## config.mk

```make
export PLATFORM = sky130hd
export DESIGN_NAME = fetch_unit
export DESIGN_NICKNAME = d
export VERILOG_FILES = /design/src/rtl/fetch_pkg.sv /design/src/rtl/fetch_unit_sync_fifo.sv /design/src/rtl/fetch_unit.sv
export SDC_FILE = /design/constraint.sdc
export NUM_CORES = 1
export LEC_CHECK = 0
export CAP_MARGIN = 25
export CORE_MARGIN = 3
export CORE_UTILIZATION = 45
export CTS_CLUSTER_SIZE = 30
export DETAILED_ROUTE_END_ITERATION = 10
export MAX_ROUTING_LAYER = met4
export PLACE_DENSITY = 0.69
export RECOVER_POWER = 50
export SKIP_LAST_GASP = 1
export SYNTH_ARGS = -nofsm -noshare
export SYNTH_HDL_FRONTEND = slang
export SYNTH_SLANG_ARGS = --single-unit
```

## constraint.sdc

```tcl
create_clock -name clk -period 4.4 [get_ports clk]
set_input_delay 0.44 -clock clk [delete_from_list [all_inputs] [get_ports clk]]
set_output_delay 0.44 -clock clk [all_outputs]
set_load 0.02 [all_outputs]
```

## src/rtl/fetch_pkg.sv

```systemverilog
// Shared types and constants for the instruction-fetch front end.
package fetch_pkg;

   typedef enum logic {
      RUN  = 1'b0,
      HALT = 1'b1
   } fetch_state_t;

   localparam int unsigned DATA_WIDTH_DEF    = 20;
   localparam int unsigned ADDRESS_WIDTH_DEF = 8;
   localparam int unsigned FIFO_DEPTH_DEF    = 4;

   localparam logic [DATA_WIDTH_DEF-1:0] HALT_WORD = '1;

   function automatic int unsigned count_width(input int unsigned depth);
      return $clog2(depth) + 1;
   endfunction

endpackage

```

## src/rtl/fetch_unit_sync_fifo.sv

```systemverilog
// Synchronous FIFO (registered head, not fall-through) holding {pc, instr} entries.
module sync_fifo
   import fetch_pkg::*;
#(
   parameter int unsigned WIDTH = 28,
   parameter int unsigned DEPTH = FIFO_DEPTH_DEF,
   localparam int unsigned AW   = $clog2(DEPTH),
   localparam int unsigned CW   = count_width(DEPTH)
) (
   input  logic             clk,
   input  logic             rst,
   input  logic             i_push,
   input  logic             i_pop,
   input  logic             i_flush,
   input  logic [WIDTH-1:0] i_data,
   output logic [CW-1:0]    o_count,
   output logic [WIDTH-1:0] o_head
);

   logic [WIDTH-1:0] r_mem [DEPTH];
   logic [AW-1:0]    r_wr_ptr;
   logic [AW-1:0]    r_rd_ptr;
   logic [CW-1:0]    r_count;
   logic             w_push;
   logic             w_pop;

   assign w_push  = i_push && (r_count != CW'(DEPTH));
   assign w_pop   = i_pop && (r_count != '0);
   assign o_count = r_count;
   assign o_head  = r_mem[r_rd_ptr];

   always_ff @(posedge clk or posedge rst) begin
      if (rst) begin
         r_mem    <= '{default: '0};
         r_wr_ptr <= '0;
         r_rd_ptr <= '0;
         r_count  <= '0;
      end else if (i_flush) begin
         r_wr_ptr <= '0;
         r_rd_ptr <= '0;
         r_count  <= '0;
      end else begin
         if (w_push) begin
            r_mem[r_wr_ptr] <= i_data;
            r_wr_ptr        <= r_wr_ptr + AW'(1);
         end
         if (w_pop) begin
            r_rd_ptr <= r_rd_ptr + AW'(1);
         end
         case ({w_push, w_pop})
            2'b10:   r_count <= r_count + CW'(1);
            2'b01:   r_count <= r_count - CW'(1);
            default: r_count <= r_count;
         endcase
      end
   end

endmodule

```

## src/rtl/fetch_unit.sv

```systemverilog
// Instruction fetch: PC, single-outstanding read tracking, buffering FIFO, redirect flush.
// Optional halt-on-all-ones-word support is enabled by defining FETCH_HALT_EN.
module fetch_unit
   import fetch_pkg::*;
#(
   parameter int unsigned DATA_WIDTH    = DATA_WIDTH_DEF,
   parameter int unsigned ADDRESS_WIDTH = ADDRESS_WIDTH_DEF,
   parameter int unsigned FIFO_DEPTH    = FIFO_DEPTH_DEF
) (
   input  logic                     clk,
   input  logic                     rst,
   output logic                     imem_req,
   output logic [ADDRESS_WIDTH-1:0] imem_addr,
   input  logic [DATA_WIDTH-1:0]    imem_rdata,
   input  logic                     redirect_valid,
   input  logic [ADDRESS_WIDTH-1:0] redirect_pc,
   output logic                     instr_valid,
   output logic [DATA_WIDTH-1:0]    instr,
   output logic [ADDRESS_WIDTH-1:0] instr_pc,
   input  logic                     instr_ready,
   output logic                     halted
);

   localparam int unsigned CW = count_width(FIFO_DEPTH);
   localparam int unsigned EW = ADDRESS_WIDTH + DATA_WIDTH;

   fetch_state_t             r_state;
   logic                     r_halted;
   logic [ADDRESS_WIDTH-1:0] r_fetch_pc;
   logic                     r_inflight;
   logic [ADDRESS_WIDTH-1:0] r_inflight_pc;

   logic [CW-1:0]            w_count;
   logic [CW:0]              w_occupancy;
   logic                     w_push;
   logic                     w_pop;
   logic [EW-1:0]            w_head;

   // Slots already claimed include the read still in flight, so a response always has room.
   assign w_occupancy = {1'b0, w_count} + {{CW{1'b0}}, r_inflight};
   assign imem_req    = !rst && (r_state == RUN) && !redirect_valid
                        && (w_occupancy < (CW+1)'(FIFO_DEPTH));
   assign imem_addr   = r_fetch_pc;

   assign w_push      = r_inflight && !redirect_valid;
   assign w_pop       = instr_valid && instr_ready && !redirect_valid;

   assign instr_valid = (w_count != '0);
   assign instr_pc    = w_head[EW-1:DATA_WIDTH];
   assign instr       = w_head[DATA_WIDTH-1:0];
   assign halted      = r_halted;

   sync_fifo #(
      .WIDTH (EW),
      .DEPTH (FIFO_DEPTH)
   ) u_fifo (
      .clk     (clk),
      .rst     (rst),
      .i_push  (w_push),
      .i_pop   (w_pop),
      .i_flush (redirect_valid),
      .i_data  ({r_inflight_pc, imem_rdata}),
      .o_count (w_count),
      .o_head  (w_head)
   );

   always_ff @(posedge clk or posedge rst) begin
      if (rst) begin
         r_state       <= RUN;
         r_halted      <= 1'b0;
         r_fetch_pc    <= '0;
         r_inflight    <= 1'b0;
         r_inflight_pc <= '0;
      end else if (redirect_valid) begin
         r_state    <= RUN;
         r_halted   <= 1'b0;
         r_fetch_pc <= redirect_pc;
         r_inflight <= 1'b0;
      end else begin
         r_inflight <= imem_req;
         if (imem_req) begin
            r_inflight_pc <= r_fetch_pc;
            r_fetch_pc    <= r_fetch_pc + ADDRESS_WIDTH'(1);
         end
`ifdef FETCH_HALT_EN
         // All-ones compare works for any DATA_WIDTH, matching HALT_WORD at the default width.
         if (w_push && (&imem_rdata)) begin
            r_state  <= HALT;
            r_halted <= 1'b1;
         end
`endif
      end
   end

endmodule

```

==> results.cfg <==
[grt]
use_met2 = 0.275
antenna_found_initial = 0
grt_pass1_vias = 3930
grt_max_degree = 84
grt_pass1_wl_mm = 20.5
grt_use_met1 = 0.240
grt-ovfl-total = 0
grtUsageMet3 = 0.0518
busiest_layer = met2
track_usage = 0.182

[power]
powerDensity_nw_per_um2 = 495
ir_drop_mv = 0.276
power.leakage_nw = 3.51

[layout]
antenna-diode-count = 0
drive_above_1_share = 0.358
multiInputGateArea_sq_um = 2620
regArea_sq_um = 3400
nets = 521
syn2layout_area_growth_pct = 21.2
final_util = 0.566
fillerInstances = 1100
final_cell_mix = 135 x dfrtp_1, 94 x mux2_2, 59 x clkdlybuf4s50_1
final_common_cell = dfrtp_1

[clock_tree]
cts_tree = built
clkLatencyLatePin_ps = 410
clock-sinks = 136
cts_root_buf = clkbuf_16
htreeDepth = 4
cts_setup_buffers = 0
cts_buffers = 17
path_clk_slew_ps = 50
post_cts_resized = 0
hold_buffers = 0
cts_max_path_buffers = 2

[job]
maxCapViolCount = 2

[timing]
finClkSkew_ps = 6.84
fin_crit_sh = 0.811
worst_pin_slew_ps = 1770
hold_viol = 0
maxSlewViolCount = 48
tns_ps = 0
max_freq_mhz = 280
rsz0062_at_grt = no
min_period_ps = 3570
slew_headroom = -0.183
fin_ws_ps = 831
setup_viol = 0

[worst_setup_path]
crit_fanout = 12
cp_slowest_cell = nor3b_1
cp.required_ps = 4730
crit_path_cell_trace = clkdlybuf4s50_1 -> nor3b_1 -> nor3_1 -> fa_1 -> or4b_2 -> nand3_1
crit_buf_inv = 1
cp_slowest_stage_delay_ps = 1430
crit_path_end_kind = flip-flop
path_class = in2reg
start_kind = input pin
rr_startpoint = u_fifo.o_count[2]$_DFFE_PP0P_
critPathLaunch = redirect_valid
arrival_ps = 3900
cp_top_family = simple AND/OR/NAND/NOR gates

[status]
status = finished, violations left
violations = capacitance limit, slew limit

[hold_path]
worst_hold_startpoint = u_fifo.r_mem[36]$_DFFE_PP0P_
min_path_type = reg2reg

[routing]
antenna_left = 0
vias = 3610
routed_wl_mm = 12.2
drc = 0
viasPerCell = 5.38
drtIter0Drc = 197
wire_per_inst_microns = 18.2
drt-pass1-iter-count = 5

[synth]
synth_cell_types = 43
yosysWarningCount = 0
synth_top_family_by_area = multiplexers
synthSimpleGateAreaFrac = 0.0556
seq_area_frac_synth = 0.544
synth_area_sq_um = 6250
synth_fa_ha_area_frac = 0.0132
synthXorXnorAreaFrac = 0.00700
postSynthCellCount = 414
synthesis.nets = 452
syn_avg_cell_area_sq_um = 15.1
muxShareOfSynthArea = 0.316
synth-seq-cells = 136
synth_compound_area_frac = 0.0310

[placement]
dp_hpwl_mm = 7.56
preCtsSetupSlack_ps = 1280
io_buffers = 69
routabilityCongestion = 0.880

[floorplanning]
die_w_microns = 124
ios = 71
initial_core_util = 0.467
core_area_sq_um = 13400
die_y_microns = 124
fp-row-count = 42
die-area_sq_um = 15300
==> metal layers <==
layer / share of wire / vias to the layer above
met5: 0 / -
met4: 0.0057 / 0
met3: 0.050 / 7
met2: 0.48 / 82
met1: 0.46 / 1867
li1: - / 1654
==> synthesized netlist by cell type (all sizes together) <==
cell / n / share of area
nand2: 36 / 0.026
o22ai: 2 / 0.0020
xor2: 2 / 0.0028
nor3: 3 / 0.0024
o31a: 1 / 0.0014
and4: 1 / 0.0014
a22oi: 2 / 0.0024
nand3: 5 / 0.0040
mux2: 113 / 0.21
o21ai: 7 / 0.0056
nor2b: 1 / 0.0010
nor2: 5 / 0.0030
and3: 3 / 0.0030
conb: 1 / 0.00060
a311o: 3 / 0.0048
nand4b: 1 / 0.0014
a21oi: 4 / 0.0032
clkbuf: 10 / 0.0062
inv: 10 / 0.0060
buf: 14 / 0.020
fa: 1 / 0.0032
ha: 5 / 0.010
or3: 2 / 0.0020
nor3b: 2 / 0.0060
o211ai: 2 / 0.0024
o31ai: 1 / 0.0012
a32oi: 2 / 0.0028
a221o: 1 / 0.0016
nand3b: 2 / 0.0024
dfrtp: 136 / 0.54
mux4: 28 / 0.10
xnor2: 3 / 0.0042
or4b: 1 / 0.0016
a21o: 1 / 0.0012
and2: 1 / 0.0010
a31oi: 1 / 0.0010
a221oi: 1 / 0.0014
==> registers in the layout, summed over array words and instances, names as in the netlist <==
| name | cells |
|---|---|
| u_fifo.r_mem | 112 |
| u_fifo.o_count | 3 |
| u_fifo.r_rd_ptr | 2 |
| u_fifo.r_wr_ptr | 2 |
| r_inflight_pc | 8 |
| r_inflight | 1 |
| imem_addr | 8 |
==> through the flow <==
step           hold slack (ps)  cells  instance area, sq um  power [mW]
2_1_floorplan              474    414                  6250        2.17
3_3_place_gp               482    638                  7040        2.46
3_5_place_dp               487    639                  7060        2.50
4_1_cts                    499    670                  7600        3.80
5_1_grt                    506    671                  7580        3.95
6_report                   498    671                  7580        3.75
==> layout make-up <==
type / count / share of cell area
repair buffers: 74 / 0.0995
well taps: 176 / 0.0290
clock buffers: 29 / 0.0700
inverters: 10 / 0.00512
clock inverters: 2 / 0.00132
multi-input cells: 244 / 0.346
flip-flops and latches: 136 / 0.449
==> path summary, 6_finish.rpt <==
check                      depth (start not counted)  slack (ps)                              to
hold / removal                                     1         500    u_fifo.r_mem[36]$_DFFE_PP0P_
max in group asynchronous                          4        1220  u_fifo.r_rd_ptr[0]$_DFFE_PP0P_
min in group asynchronous                          2         950   u_fifo.o_count[2]$_DFFE_PP0P_
setup reg to reg                                   6         890   u_fifo.o_count[1]$_DFFE_PP0P_
hold reg to reg                                    1         500    u_fifo.r_mem[36]$_DFFE_PP0P_
setup / recovery                                   6         830   u_fifo.o_count[1]$_DFFE_PP0P_
==> where the power goes <==
group | switching, mW | total (mW) | internal [mW]
combinational | 0.342 | 0.840 | 0.498
clock | 0.474 | 1.28 | 0.806
sequential | 0.141 | 1.63 | 1.49
total | 0.957 | 3.75 | 2.79
==> worst reg2reg max path: stages, from the launching register on <==
cell	delay, ps
dfrtp_1	460
nor3b_1	200
nor3b_1	1350
nor3_1	150
fa_1	580
or4b_2	600
nand3_1	90
==> cells by family (layout without fill, tap and decap cells) <==
| family | after synthesis | in the layout |
|---|---|---|
| AND/OR/NAND/NOR | 63 | 63 |
| buffers and inverters | 34 | 115 |
| flip-flops | 136 | 136 |
| adder cells (fa/ha/maj) | 6 | 6 |
| multiplexers | 141 | 141 |
| other | 1 | 1 |
| AO/OA/AOI/OAI | 28 | 28 |
| XOR/XNOR | 5 | 5 |
(Power assumes the default switching activity.)
